[src/rtl/led_matrix_scanner.sv]
// Row-scanning driver for the 8x8 LED play-field.
// Each row is shifted MSB first into a 16-bit chain (8 column bits, then 8 row-select bits), latched, and held.
module led_matrix_scanner #(
  parameter int unsigned DIV          = 2,
  parameter int unsigned HOLD         = 64,
  parameter int unsigned BLINK_FRAMES = 32
) (
  input  logic       clk,
  input  logic       reset,
  input  logic [7:0] matrix [0:7],
  input  logic       game_state,
  output logic       ser_data,
  output logic       ser_clk,
  output logic       ser_latch,
  output logic [2:0] row_idx,
  output logic       frame_done
);

  localparam int unsigned CNT_MAX = (DIV > HOLD) ? DIV : HOLD;
  localparam int unsigned CW      = (CNT_MAX > 1) ? $clog2(CNT_MAX) : 1;
  localparam int unsigned BW      = (BLINK_FRAMES > 1) ? $clog2(BLINK_FRAMES) : 1;

  typedef enum logic [2:0] {
    ST_LOAD,
    ST_SHIFT_LO,
    ST_SHIFT_HI,
    ST_LATCH,
    ST_HOLD
  } state_t;

  state_t          r_state, w_state;
  logic [CW-1:0]   r_cnt, w_cnt;
  logic [3:0]      r_bit, w_bit;
  logic [15:0]     r_word, w_word;
  logic [7:0]      r_snap [0:7];
  logic [7:0]      w_snap [0:7];
  logic [2:0]      r_row, w_row;
  logic            r_blink_on, w_blink_on;
  logic [BW-1:0]   r_blink_cnt, w_blink_cnt;
  logic            r_gs, w_gs;
  logic            r_ser_data, w_ser_data;
  logic            r_ser_clk, w_ser_clk;
  logic            r_ser_latch, w_ser_latch;
  logic            r_frame_done, w_frame_done;

  logic [7:0]      w_row_bits;
  logic [7:0]      w_mask;
  logic [15:0]     w_load_word;

  // Row 0 reads the live matrix because its snapshot is being taken in the same LOAD cycle.
  always_comb begin
    w_row_bits  = (r_row == 3'd0) ? matrix[0] : r_snap[r_row];
    w_mask      = (game_state || r_blink_on) ? 8'hFF : 8'h00;
    w_load_word = {w_row_bits & w_mask, 8'h80 >> r_row};
  end

  always_ff @(posedge clk or posedge reset) begin
    if (reset) begin
      r_state      <= ST_LOAD;
      r_cnt        <= '0;
      r_bit        <= '0;
      r_word       <= '0;
      r_snap       <= '{default: 8'h00};
      r_row        <= '0;
      r_blink_on   <= 1'b1;
      r_blink_cnt  <= '0;
      r_gs         <= 1'b1;
      r_ser_data   <= 1'b0;
      r_ser_clk    <= 1'b0;
      r_ser_latch  <= 1'b0;
      r_frame_done <= 1'b0;
    end else begin
      r_state      <= w_state;
      r_cnt        <= w_cnt;
      r_bit        <= w_bit;
      r_word       <= w_word;
      r_snap       <= w_snap;
      r_row        <= w_row;
      r_blink_on   <= w_blink_on;
      r_blink_cnt  <= w_blink_cnt;
      r_gs         <= w_gs;
      r_ser_data   <= w_ser_data;
      r_ser_clk    <= w_ser_clk;
      r_ser_latch  <= w_ser_latch;
      r_frame_done <= w_frame_done;
    end
  end

  // Serial outputs are decoded from the next state so they register in step with the state they belong to.
  always_comb begin
    w_state      = r_state;
    w_cnt        = r_cnt + CW'(1);
    w_bit        = r_bit;
    w_word       = r_word;
    w_snap       = r_snap;
    w_row        = r_row;
    w_blink_on   = r_blink_on;
    w_blink_cnt  = r_blink_cnt;
    w_gs         = r_gs;
    w_ser_data   = r_ser_data;
    w_ser_clk    = r_ser_clk;
    w_ser_latch  = r_ser_latch;
    w_frame_done = 1'b0;

    case (r_state)
      ST_LOAD: begin
        if (r_row == 3'd0) w_snap = matrix;
        w_gs        = game_state;
        w_word      = w_load_word;
        w_bit       = 4'd15;
        w_cnt       = '0;
        w_state     = ST_SHIFT_LO;
        w_ser_data  = w_load_word[15];
        w_ser_clk   = 1'b0;
        w_ser_latch = 1'b0;
      end

      ST_SHIFT_LO: begin
        if (r_cnt == CW'(DIV - 1)) begin
          w_cnt     = '0;
          w_state   = ST_SHIFT_HI;
          w_ser_clk = 1'b1;
        end
      end

      ST_SHIFT_HI: begin
        if (r_cnt == CW'(DIV - 1)) begin
          w_cnt     = '0;
          w_ser_clk = 1'b0;
          if (r_bit == 4'd0) begin
            w_state     = ST_LATCH;
            w_ser_latch = 1'b1;
            w_ser_data  = 1'b0;
          end else begin
            w_bit      = r_bit - 4'd1;
            w_state    = ST_SHIFT_LO;
            w_ser_data = r_word[4'(r_bit - 4'd1)];
          end
        end
      end

      ST_LATCH: begin
        if (r_cnt == CW'(DIV - 1)) begin
          w_cnt       = '0;
          w_state     = ST_HOLD;
          w_ser_latch = 1'b0;
        end
      end

      ST_HOLD: begin
        if (r_cnt == CW'(HOLD - 1)) begin
          w_cnt   = '0;
          w_state = ST_LOAD;
          if (r_row == 3'd7) begin
            w_frame_done = 1'b1;
            w_row        = 3'd0;
            // Blink phase advances once per finished frame while the game is over.
            if (!r_gs) begin
              if (r_blink_cnt == BW'(BLINK_FRAMES - 1)) begin
                w_blink_cnt = '0;
                w_blink_on  = ~r_blink_on;
              end else begin
                w_blink_cnt = r_blink_cnt + BW'(1);
              end
            end else begin
              w_blink_cnt = '0;
              w_blink_on  = 1'b1;
            end
          end else begin
            w_row = r_row + 3'd1;
          end
        end
      end

      default: begin
        w_state = ST_LOAD;
        w_cnt   = '0;
      end
    endcase
  end

  assign ser_data   = r_ser_data;
  assign ser_clk    = r_ser_clk;
  assign ser_latch  = r_ser_latch;
  assign row_idx    = r_row;
  assign frame_done = r_frame_done;

endmodule

[config.mk]
export PLATFORM = sky130hd
export DESIGN_NAME = led_matrix_scanner
export DESIGN_NICKNAME = d
export VERILOG_FILES = /design/src/rtl/led_matrix_scanner.sv
export SDC_FILE = /design/constraint.sdc
export NUM_CORES = 1
export LEC_CHECK = 0
export ABC_AREA = 1
export CORE_AREA = 5 5 137 139
export CTS_CLUSTER_SIZE = 12
export DETAILED_ROUTE_END_ITERATION = 10
export DIE_AREA = 0 0 142 144
export PLACE_DENSITY_LB_ADDON = 0.1
export SYNTH_ARGS = -nofsm -noshare
export SYNTH_HDL_FRONTEND = slang
export SYNTH_SLANG_ARGS = --single-unit
[constraint.sdc]
create_clock -name clk -period 9.8 [get_ports clk]
set_clock_uncertainty 0.2 [all_clocks]
set_input_delay 1.96 -clock clk [delete_from_list [all_inputs] [get_ports clk]]
set_output_delay 1.96 -clock clk [all_outputs]
set_load 0.02 [all_outputs]
==> results of run 1 <==
[flip-flops by register name, indices dropped and copies added, names as in the netlist]
register	count
r_blink_on	1
r_snap	64
ser_clk	1
r_cnt	6
r_bit	4
frame_done	1
ser_latch	1
r_word	16
row_idx	3
r_blink_cnt	5
r_gs	1
r_state	3
ser_data	1
[synth_stat cells]
| master | instances |
|---|---|
| nor3_1 | 5 |
| o22ai_1 | 14 |
| a22o_1 | 1 |
| buf_6 | 4 |
| nor2_2 | 1 |
| nor3_2 | 1 |
| buf_2 | 8 |
| nand2_2 | 1 |
| xor2_1 | 3 |
| a21oi_4 | 1 |
| ha_1 | 11 |
| mux2_4 | 25 |
| a21oi_1 | 6 |
| a211oi_1 | 1 |
| nand4_1 | 2 |
| a22oi_2 | 1 |
| nand2_1 | 118 |
| nor2_1 | 52 |
| nand3b_1 | 1 |
| dfrtp_1 | 105 |
| o21ai_0 | 54 |
| clkbuf_1 | 9 |
| inv_2 | 2 |
| nand2_4 | 2 |
| inv_1 | 33 |
| nand3_1 | 35 |
| dfstp_2 | 2 |
| mux2_2 | 37 |
| xnor2_1 | 1 |
| nor2_4 | 3 |
| o31ai_1 | 1 |
[where the power goes]
part | leakage [µW] | switching [µW] | internal [µW] | total (µW)
Clock | 0.000150 | 171 | 200 | 371
Combinational | 0.00149 | 22.0 | 40.2 | 62.2
Sequential | 0.00131 | 8.00 | 457 | 465
Total | 0.00296 | 201 | 697 | 898
[worst register-to-register path, stage by stage (launching register included)]
cell	delay [ns]
dfrtp_1	0.58
inv_1	0.86
ha_1	0.31
inv_1	0.07
nor2_2	0.41
nand2_4	0.64
mux2_4	0.60
[logic make-up after synthesis]
group                    Yosys count  synth area share (%)
multiplexers                      62                  15.0
adder cells (fa/ha/maj)           11                  2.61
flip-flops                       107                  50.8
buffers and inverters             56                  4.75
AO/OA/AOI/OAI                     79                  8.35
XOR/XNOR                           4                 0.665
AND/OR/NAND/NOR                  221                  17.8
[worst paths after layout]
kind	depth (start not counted)	end	slack (ns)	startpoint
min in group asynchronous	2	r_word[4]	1.72	reset
worst min-delay path	2	ser_latch	0.29	ser_latch
worst max-delay path	1	row_idx[1]	5.68	row_idx[1]
max in group asynchronous	3	r_snap[17]	6.32	reset
worst min register to register	2	ser_latch	0.29	ser_latch
worst max register to register	6	r_snap[31]	6.01	row_idx[0]
[metrics by stage]
step / hold WS [ns] / cell area, µm² / power, µW / util [%] / std cells
6_report: 0.287 / 6490 / 898 / 37.0 / 839
5_1_grt: 0.315 / 6490 / 940 / 37.0 / 839
4_1_cts: 0.287 / 6490 / 913 / 37.0 / 839
3_5_place_dp: 0.267 / 6190 / 538 / 35.3 / 823
3_3_place_gp: 0.270 / 6190 / 536 / 35.3 / 823
2_1_floorplan: 0.249 / 5270 / 500 / - / 540
[cell type report]
| class | count | share of cell area [%] |
|---|---|---|
| Clock buffer | 9 | 3.47 |
| Clock inverter | 7 | 1.16 |
| Inverter | 35 | 2.06 |
| Multi-Input combinational cell | 377 | 36.1 |
| Sequential cell | 107 | 41.3 |
| Tap cell | 229 | 4.41 |
| Timing Repair Buffer | 75 | 11.5 |
[cell usage in the layout, fill, tap and decap left out, types with 3 or more instances in the layout]
cell type / instances
nand3_1: 35
nand2_4: 3
a21oi_1: 6
clkbuf_16: 9
inv_1: 32
ha_1: 11
clkdlybuf4s50_1: 73
nor2_4: 3
nor3_1: 5
xor2_1: 3
nand2_1: 118
nor2_1: 52
o21ai_0: 54
dfrtp_1: 105
mux2_2: 37
o22ai_1: 14
mux2_4: 25
[per-layer routing]
metal / vias up / routed length, µm / GRT usage (%)
met5: - / 0 / 0
met4: 0 / 259 / 5.30
met3: 12 / 376 / 2.35
met2: 57 / 5700 / 20.5
met1: 1839 / 6100 / 17.5
li1: 1932 / - / -
==> results.txt, run 1 <==
CP Data Required Time: 7.64 ns
Die area: 20400 µm²
Via/cell ratio: 4.58
Max-Cap Viols: 0
Synth unique cells: 31
DR iter-0 viols: 116
Relative slew slack: 28.9%
Total CTS buffers: 9
Share of Yosys cell area claimed by the top area cell type: 49.8%
Layout area overhead: 23.2%
Core footprint: 17500 µm²
Diode count: 0
Largest net degree at the start of global routing: 84
Post-route setup TNS: 0 ns
HPWL Detailed: 8690 µm
Cell Area, Synth: 5270 µm²
Die height: 144 µm
Clock sink total: 107
Worst hold path type: register to register
Max Slew Vio Count: 0
Final worst path period need: 4.12 ns
Leading area contributor after synthesis: dfrtp_1
CP top delay family: flip-flops
CTS tree: built
Initial antenna violation count: 0
Placement Setup Slack: 5.83 ns
Postcts setup bufs: 0
WL/cell: 14.8 µm
Maximum net fanout on the critical path: 20
Share of cells above drive strength 1: 15.6%
Syn Inst Count: 540
DRT antenna net count: 0
# IOs: 74
Top post-synthesis cells by area: dfrtp_1 (50%), nand2_1 (8.4%), mux2_2 (7.9%)
Type of origin of the critical path: register
Register area: 2680 µm²
Data arrival time of the worst path: 1.96 ns
Initial core utilization: 30.1%
Unrepaired setup endpoints after global routing: no
Root buf cell: clkbuf_16
Deepest clock path buffer count: 2
Nets: 683
Critical path class: register to output pin
Cts hold-fix bufs: 0
Routed vias: 3840
Crit-path cells: clkdlybuf4s50_1
First-pass GRT wire length: 20800 µm
Max IR drop VDD: 0.0789 mV
Crit end category: output pin
Fin crit share: 42.0%
H-tree levels: 3
Multi-input gate area: 2350 µm²
Total iterations of the first detailed-routing run: 4
DRT Wirelength: 12400 µm
Final worst slack: 5.68 ns
PortBufs: 73
Final hold viol count: 0
Register area share after synthesis: 50.8%
Leak: 0.00296 µW
Total grt overflow: 0
GP Congestion: 0.742
Die width: 142 µm
CP peak stage delay: 0.86 ns
Worst-Margin Slew: 1.07 ns
Vias in the first global route: 4096
F_max: 0.243 GHz
Worst skew pair latency: 0.35 ns
Ys Warns: 0
DRC errors left: 0
Synthesized flop and latch total: 107
Syn_nets: 618
# rows: 49
CP Buf/Inv Count: 1
Setup violators final: 0
Fillers: 1793
Crit path max-delay cell type: dfrtp_1
Status: completed
Post-cts sizing count: 0
GRT Util Overall: 12.9%
Reg clk slew, reported paths: 0.07 ns
Avg Inst Size Synth: 9.76 µm²
Pwr Density: 138 nW/µm²
No activity file was read; power rests on OpenSTA's default activity.
==> inputs of run 2 (changes only) <==
Clock period 9.8 ns to 4.3 ns, I/O delays scaled along.
==> run 2 against run 1 <==
Register-to-register slack lost 4.8 ns; final cell count grew 0.24%; non-clock buffer count grew 2; global-route usage shrank 0.17 points; via count grew 0.96%; power grew 130%; combinational power grew 130%; die area is the same; critical path depth grew 5; clock power grew 130%; flip-flop and latch count is the same; routed wire length grew 1.5%.
==> results.txt, run 2 (synthesis results as in run 1) <==
Status: completed (unchanged)
Placement Setup Slack: 1.22 ns (was 5.83 ns)
Nets: 685 (was 683)
Placed cell area: 6220 µm² (was 6190 µm²)
Post-cts sizing count: 0 (unchanged)
Post-route setup TNS: 0 ns (unchanged)
Worst skew pair latency: 0.35 ns (about the same)
Total CTS buffers: 9 (unchanged)
Initial core utilization: 30.1% (unchanged)
Max Slew Vio Count: 0 (unchanged)
Data arrival time of the worst path: 3.11 ns (was 1.96 ns)
PortBufs: 73 (unchanged)
Final worst slack: 1.23 ns (was 5.68 ns)
Most flop-heavy register: r_snap (unchanged)
Inst Count DP: 825 (was 823)
Fin crit share: 71.4%
GP Congestion: 0.801 (was 0.742)
DRT antenna net count: 0 (unchanged)
Int Power: 1610 µW (was 697 µW)
Crit path max-delay cell type: nand2_4 (was dfrtp_1)
CTS tree: built (unchanged)
Root buf cell: clkbuf_16 (unchanged)
H-tree levels: 3 (unchanged)
Max FFs per register: 64 (unchanged)
Initial antenna violation count: 0 (unchanged)
Max layer used: met4 (unchanged)
Diode count: 0 (unchanged)
Vias in the first global route: 4041 (was 4096)
CP peak stage delay: 0.61 ns (was 0.86 ns)
Met2 wire length: 6070 µm (was 5700 µm)
DRC errors left: 0 (unchanged)
HPWL Detailed: 8810 µm (was 8690 µm)
DRT Wirelength: 12600 µm (was 12400 µm)
F_max: 0.326 GHz
Setup violators final: 0 (unchanged)
Fillers: 1804 (was 1793)
Routed vias: 3877 (was 3840)
Combinational fraction of design power: 7.0% (was 6.9%)
Design Power: 2070 µW (was 898 µW)
CP Data Required Time: 4.34 ns (was 7.64 ns)
Most frequent cells in the layout: nand2_1 (118), dfrtp_1 (105), clkdlybuf4s50_1 (73), o21ai_0 (54), nor2_1 (52) (unchanged)
Multi-input gate area: 2350 µm² (unchanged)
# rows: 49 (unchanged)
Unrepaired setup endpoints after global routing: no (unchanged)
Pwr Density: 317 nW/µm² (was 138 nW/µm²)
Max-Cap Viols: 0 (unchanged)
Cell repeated most along the worst path: inv_1
Deepest clock path buffer count: 2 (unchanged)
Max IR drop VDD: 0.178 mV (was 0.0789 mV)
Relative slew slack: 30.0% (was 28.9%)
Die width: 142 µm (unchanged)
NetSw: 466 µW (was 201 µW)
Core footprint: 17500 µm² (unchanged)
Postcts setup bufs: 0 (unchanged)
Leak: 0.00297 µW (was 0.00296 µW)
Layout area overhead: 23.8% (was 23.2%)
Reg clk slew, reported paths: 0.07 ns (about the same)
Total grt overflow: 0 (unchanged)
WL/cell: 15.0 µm (was 14.8 µm)
First-pass GRT wire length: 20700 µm (was 20800 µm)
Maximum net fanout on the critical path: 67 (was 20)
Sw Ratio: 22.5% (was 22.4%)
Top Registers: r_snap: 64 flops, r_word: 16 flops, r_cnt: 6 flops (unchanged)
CP top delay family: simple AND/OR/NAND/NOR gates (was flip-flops)
Final worst path period need: 3.07 ns
Crit end category: register (was output pin)
Via/cell ratio: 4.61 (was 4.58)
Largest net degree at the start of global routing: 68 (was 84)
Non-Filler Instances: 841 (was 839)
DR iter-0 viols: 198 (was 116)
Share of cells above drive strength 1: 15.8% (was 15.6%)
Final instance area: 6530 µm² (was 6490 µm²)
CP Buf/Inv Count: 2 (was 1)
Type of origin of the critical path: register (unchanged)
Crit-path cells: inv_1, ha_1, inv_1, nor2_2, nand2_4, mux2_4 (was clkdlybuf4s50_1)
Die area: 20400 µm² (unchanged)
GRT Util Overall: 12.8% (was 12.9%)
Cts hold-fix bufs: 0 (unchanged)
Worst hold path type: register to register (unchanged)
Worst-Margin Slew: 1.05 ns (was 1.07 ns)
Final hold viol count: 0 (unchanged)
Register area: 2680 µm² (unchanged)
Wl on met1: 5960 µm (was 6100 µm)
DR WL met3: 464 µm (was 376 µm)
Commonest non-fill, non-tap cell in the layout: nand2_1 (unchanged)
Critical path class: register to register (was register to output pin)
Clock share of power: 41.9% (was 41.3%)
Die height: 144 µm (unchanged)
Total iterations of the first detailed-routing run: 4 (unchanged)
Sequential Power Share: 51.1% (was 51.7%)
# IOs: 74 (unchanged)
Clock sink total: 107 (unchanged)
run 2: cell count changes in the layout (fill, tap and decap cells not counted), sizes merged:
cell	previous run	this run
clkinvlp	0	1
inv	37	38
clkinv	4	1
buf	2	4
clkbuf	9	10
run 2: final timing paths:
check / from / cells past startpoint / slack, ns / endpoint
worst min-delay path: ser_data / 2 / 0.28 / ser_data
worst max register to register: row_idx[1] / 6 / 1.23 / r_snap[31]
worst max-delay path: row_idx[1] / 6 / 1.23 / r_snap[31]
worst min register to register: ser_data / 2 / 0.28 / ser_data
max in group asynchronous: reset / 3 / 2.37 / r_snap[7]
min in group asynchronous: reset / 2 / 0.78 / r_snap[33]
run 2: per-layer routing:
metal | vias up | GRT usage (%)
met5 | - | 0
met4 | 0 | 3.18
met3 | 9 | 3.31
met2 | 58 | 21.5
met1 | 1881 | 16.5
li1 | 1929 | -
run 2: metrics by stage:
stage | hold slack [ns] | util [%]
finish | 0.283 | 37.2
global placement | 0.266 | 35.5
global route | 0.304 | 37.2
floorplan | 0.249 | -
CTS | 0.289 | 37.2
detailed placement | 0.272 | 35.5
run 2: area by class of cell:
| type | instances | share of cell area [%] |
|---|---|---|
| clock buffer | 10 | 3.66 |
| clock inverter | 6 | 1.05 |
| inverter | 35 | 2.05 |
| multi-input combinational | 377 | 36.0 |
| sequential | 107 | 41.1 |
| tap | 229 | 4.39 |
| timing repair buffer | 77 | 11.8 |
run 2: power by group through the flow:
stage	clock (µW)	combinational (µW)	sequential, µW
finish	869	145	1060
global route	934	160	1060
CTS	898	149	1060
detailed placement	0	149	1080
global placement	0	146	1080
floorplan	0	66.7	1070
run 2: tightest hold or removal path, stage by stage (launching register included):
cell and delay (ns):
dfrtp_1 0.35, nand2_1 0.05, nand2_1 0.05
==> inputs of run 3 (changes only) <==
Clock period 4.3 ns to 2.82 ns, I/O delays scaled along.
==> run 3 against run 2 <==
Power is 48% higher; flip-flop and latch count stayed put; register-to-register slack worse by 0.54 ns; worst hold slack better by 0.011 ns; sequential power is 53% higher; non-clock buffer count is 7 higher; largest power group unchanged; cell area is 0.79% higher; core utilization is 0.29 points higher; die area stayed put; critical path depth is 5 lower; global-route usage is 0.25 points higher.
==> results.txt, run 3 (synthesis results as in run 1) <==
Worst skew pair latency: 0.35 ns (about the same)
Initial antenna violation count: 0 (unchanged)
Crit path max-delay cell type: clkdlybuf4s50_1 (was nand2_4)
CP peak stage delay: 0.73 ns (was 0.61 ns)
Deepest clock path buffer count: 2 (unchanged)
GP Congestion: 0.861 (was 0.801)
Most frequent cells in the layout: nand2_1 (118), dfrtp_1 (105), clkdlybuf4s50_1 (73), o21ai_0 (54), nor2_1 (52) (unchanged)
Die height: 144 µm (unchanged)
NetSw: 722 µW (was 466 µW)
First-pass GRT wire length: 21000 µm (was 20700 µm)
Critical Path Sink: row_idx[2] (was r_snap[31])
CP Data Required Time: 2.06 ns (was 4.34 ns)
Most flop-heavy register: r_snap (unchanged)
Final worst path period need: 2.56 ns
Reg clk slew, reported paths: 0.07 ns (about the same)
Critical Path Start: row_idx[2] (was row_idx[1])
Final core utilization: 37.5% (was 37.2%)
Sw Ratio: 23.6% (was 22.5%)
Via/cell ratio: 4.56 (was 4.61)
Max Slew Vio Count: 0 (unchanged)
DRT Wirelength: 12700 µm (was 12600 µm)
Max FFs per register: 64 (unchanged)
DRT antenna net count: 0 (unchanged)
Crit path depth: 1 (was 6)
GRT Util Overall: 13.0% (was 12.8%)
Worst-Margin Slew: 0.606 ns (was 1.05 ns)
WHS Path Cells: 1 (was 2)
Setup violators final: 0 (unchanged)
Largest net degree at the start of global routing: 40 (was 68)
Final hold viol count: 0 (unchanged)
Status: completed (unchanged)
Initial core utilization: 30.1% (unchanged)
Worst hold path type: register to register (unchanged)
Die width: 142 µm (unchanged)
CP Buf/Inv Count: 1 (was 2)
Max-Cap Viols: 0 (unchanged)
Root buf cell: clkbuf_16 (unchanged)
Type of origin of the critical path: register (unchanged)
HPWL Detailed: 9020 µm (was 8810 µm)
PortBufs: 73 (unchanged)
Vias in the first global route: 4079 (was 4041)
Core footprint: 17500 µm² (unchanged)
Pwr Density: 466 nW/µm² (was 317 nW/µm²)
Clock share of power: 40.0% (was 41.9%)
Total CTS buffers: 9 (unchanged)
Sequential Power Share: 52.7% (was 51.1%)
F_max: 0.391 GHz
Max IR drop VDD: 0.280 mV (was 0.178 mV)
Multi-input gate area: 2350 µm² (unchanged)
DR iter-0 viols: 169 (was 198)
Share of cells above drive strength 1: 16.6% (was 15.8%)
CTS tree: built (unchanged)
Critical path class: register to output pin (was register to register)
H-tree levels: 3 (unchanged)
Fin crit share: 90.8%
DRC errors left: 0 (unchanged)
Data arrival time of the worst path: 1.80 ns (was 3.11 ns)
Layout area overhead: 24.8% (was 23.8%)
Cts hold-fix bufs: 0 (unchanged)
Post-route setup TNS: 0 ns (unchanged)
WL/cell: 15.0 µm (about the same)
Total iterations of the first detailed-routing run: 5 (was 4)
Routed vias: 3871 (was 3877)
Commonest non-fill, non-tap cell in the layout: nand2_1 (unchanged)
Die area: 20400 µm² (unchanged)
Int Power: 2340 µW (was 1610 µW)
Maximum net fanout on the critical path: 16 (was 67)
Crit end category: output pin (was register)
Leak: 0.00298 µW (was 0.00297 µW)
Worst r2r dst: r_bit[2] (was r_snap[31])
Relative slew slack: 59.5% (was 30.0%)
Diode count: 0 (unchanged)
Reg2Reg Setup Slack: 0.69 ns (was 1.23 ns)
# IOs: 74 (unchanged)
Nets: 692 (was 685)
Total grt overflow: 0 (unchanged)
Reg-to-reg startpoint: r_bit[0] (was row_idx[1])
Register area: 2680 µm² (unchanged)
Clock sink total: 107 (unchanged)
Post-cts sizing count: 0 (unchanged)
Fillers: 1790 (was 1804)
Postcts setup bufs: 0 (unchanged)
# rows: 49 (unchanged)
Unrepaired setup endpoints after global routing: no (unchanged)
Crit-path cells: clkdlybuf4s50_1 (was inv_1, ha_1, inv_1, nor2_2, nand2_4, mux2_4)
Worst R2R Path Depth: 7 (was 6)
Combinational fraction of design power: 7.3% (was 7.0%)
Top Registers: r_snap: 64 flops, r_word: 16 flops, r_cnt: 6 flops (unchanged)
CP top delay family: buffers and inverters (was simple AND/OR/NAND/NOR gates)
[run 3: changes by cell type in the layout (fill, tap and decap cells not counted), sizes merged]
cell | previous run | this run
bufinv | 1 | 0
clkinv | 1 | 2
clkinvlp | 1 | 4
buf | 4 | 11
inv | 38 | 35
[run 3: layout make-up]
type / instances / share of cell area [%]
Clock buffer: 10 / 3.48
Clock inverter: 6 / 0.780
Inverter: 35 / 2.05
Multi-Input combinational cell: 377 / 35.7
Sequential cell: 107 / 40.7
Tap cell: 229 / 4.35
Timing Repair Buffer: 84 / 12.9
[run 3: through the flow]
step                total power (µW)  hold slack, ns  instance area [µm²]  worst slack [ns]  std cells
detailed placement              1880           0.277                 6300             0.607        832
CTS                             3120           0.298                 6580             0.220        848
global route                    3200           0.320                 6580             0.139        848
floorplan                       1740           0.249                 5280             0.361        540
global placement                1870           0.269                 6300             0.624        832
finish                          3060           0.294                 6580             0.260        848
[run 3: worst min-delay path by stage]
stage / from / end / slack (ns)
6_report: r_cnt[0] / r_cnt[0] / 0.29
3_3_place_gp: ser_latch / ser_latch / 0.27
5_1_grt: r_cnt[0] / r_cnt[0] / 0.32
3_5_place_dp: r_word[14] / r_word[14] / 0.28
2_1_floorplan: r_word[4] / r_word[4] / 0.25
4_1_cts: r_word[14] / r_word[14] / 0.30
[run 3: per-layer routing]
metal  part of all wire (%)  GRT usage, %
met3                    2.9          2.88
met2                     47          20.6
met1                     49          17.8
met4                    1.1          4.14
met5                      0             0
[run 3: power groups by stage]
stage	registers, µW	logic [µW]	clock network [µW]
after floorplan	1640	102	0
after global placement	1640	229	0
after detailed placement	1640	232	0
after CTS	1610	232	1270
after global routing	1620	252	1320
final	1620	225	1220
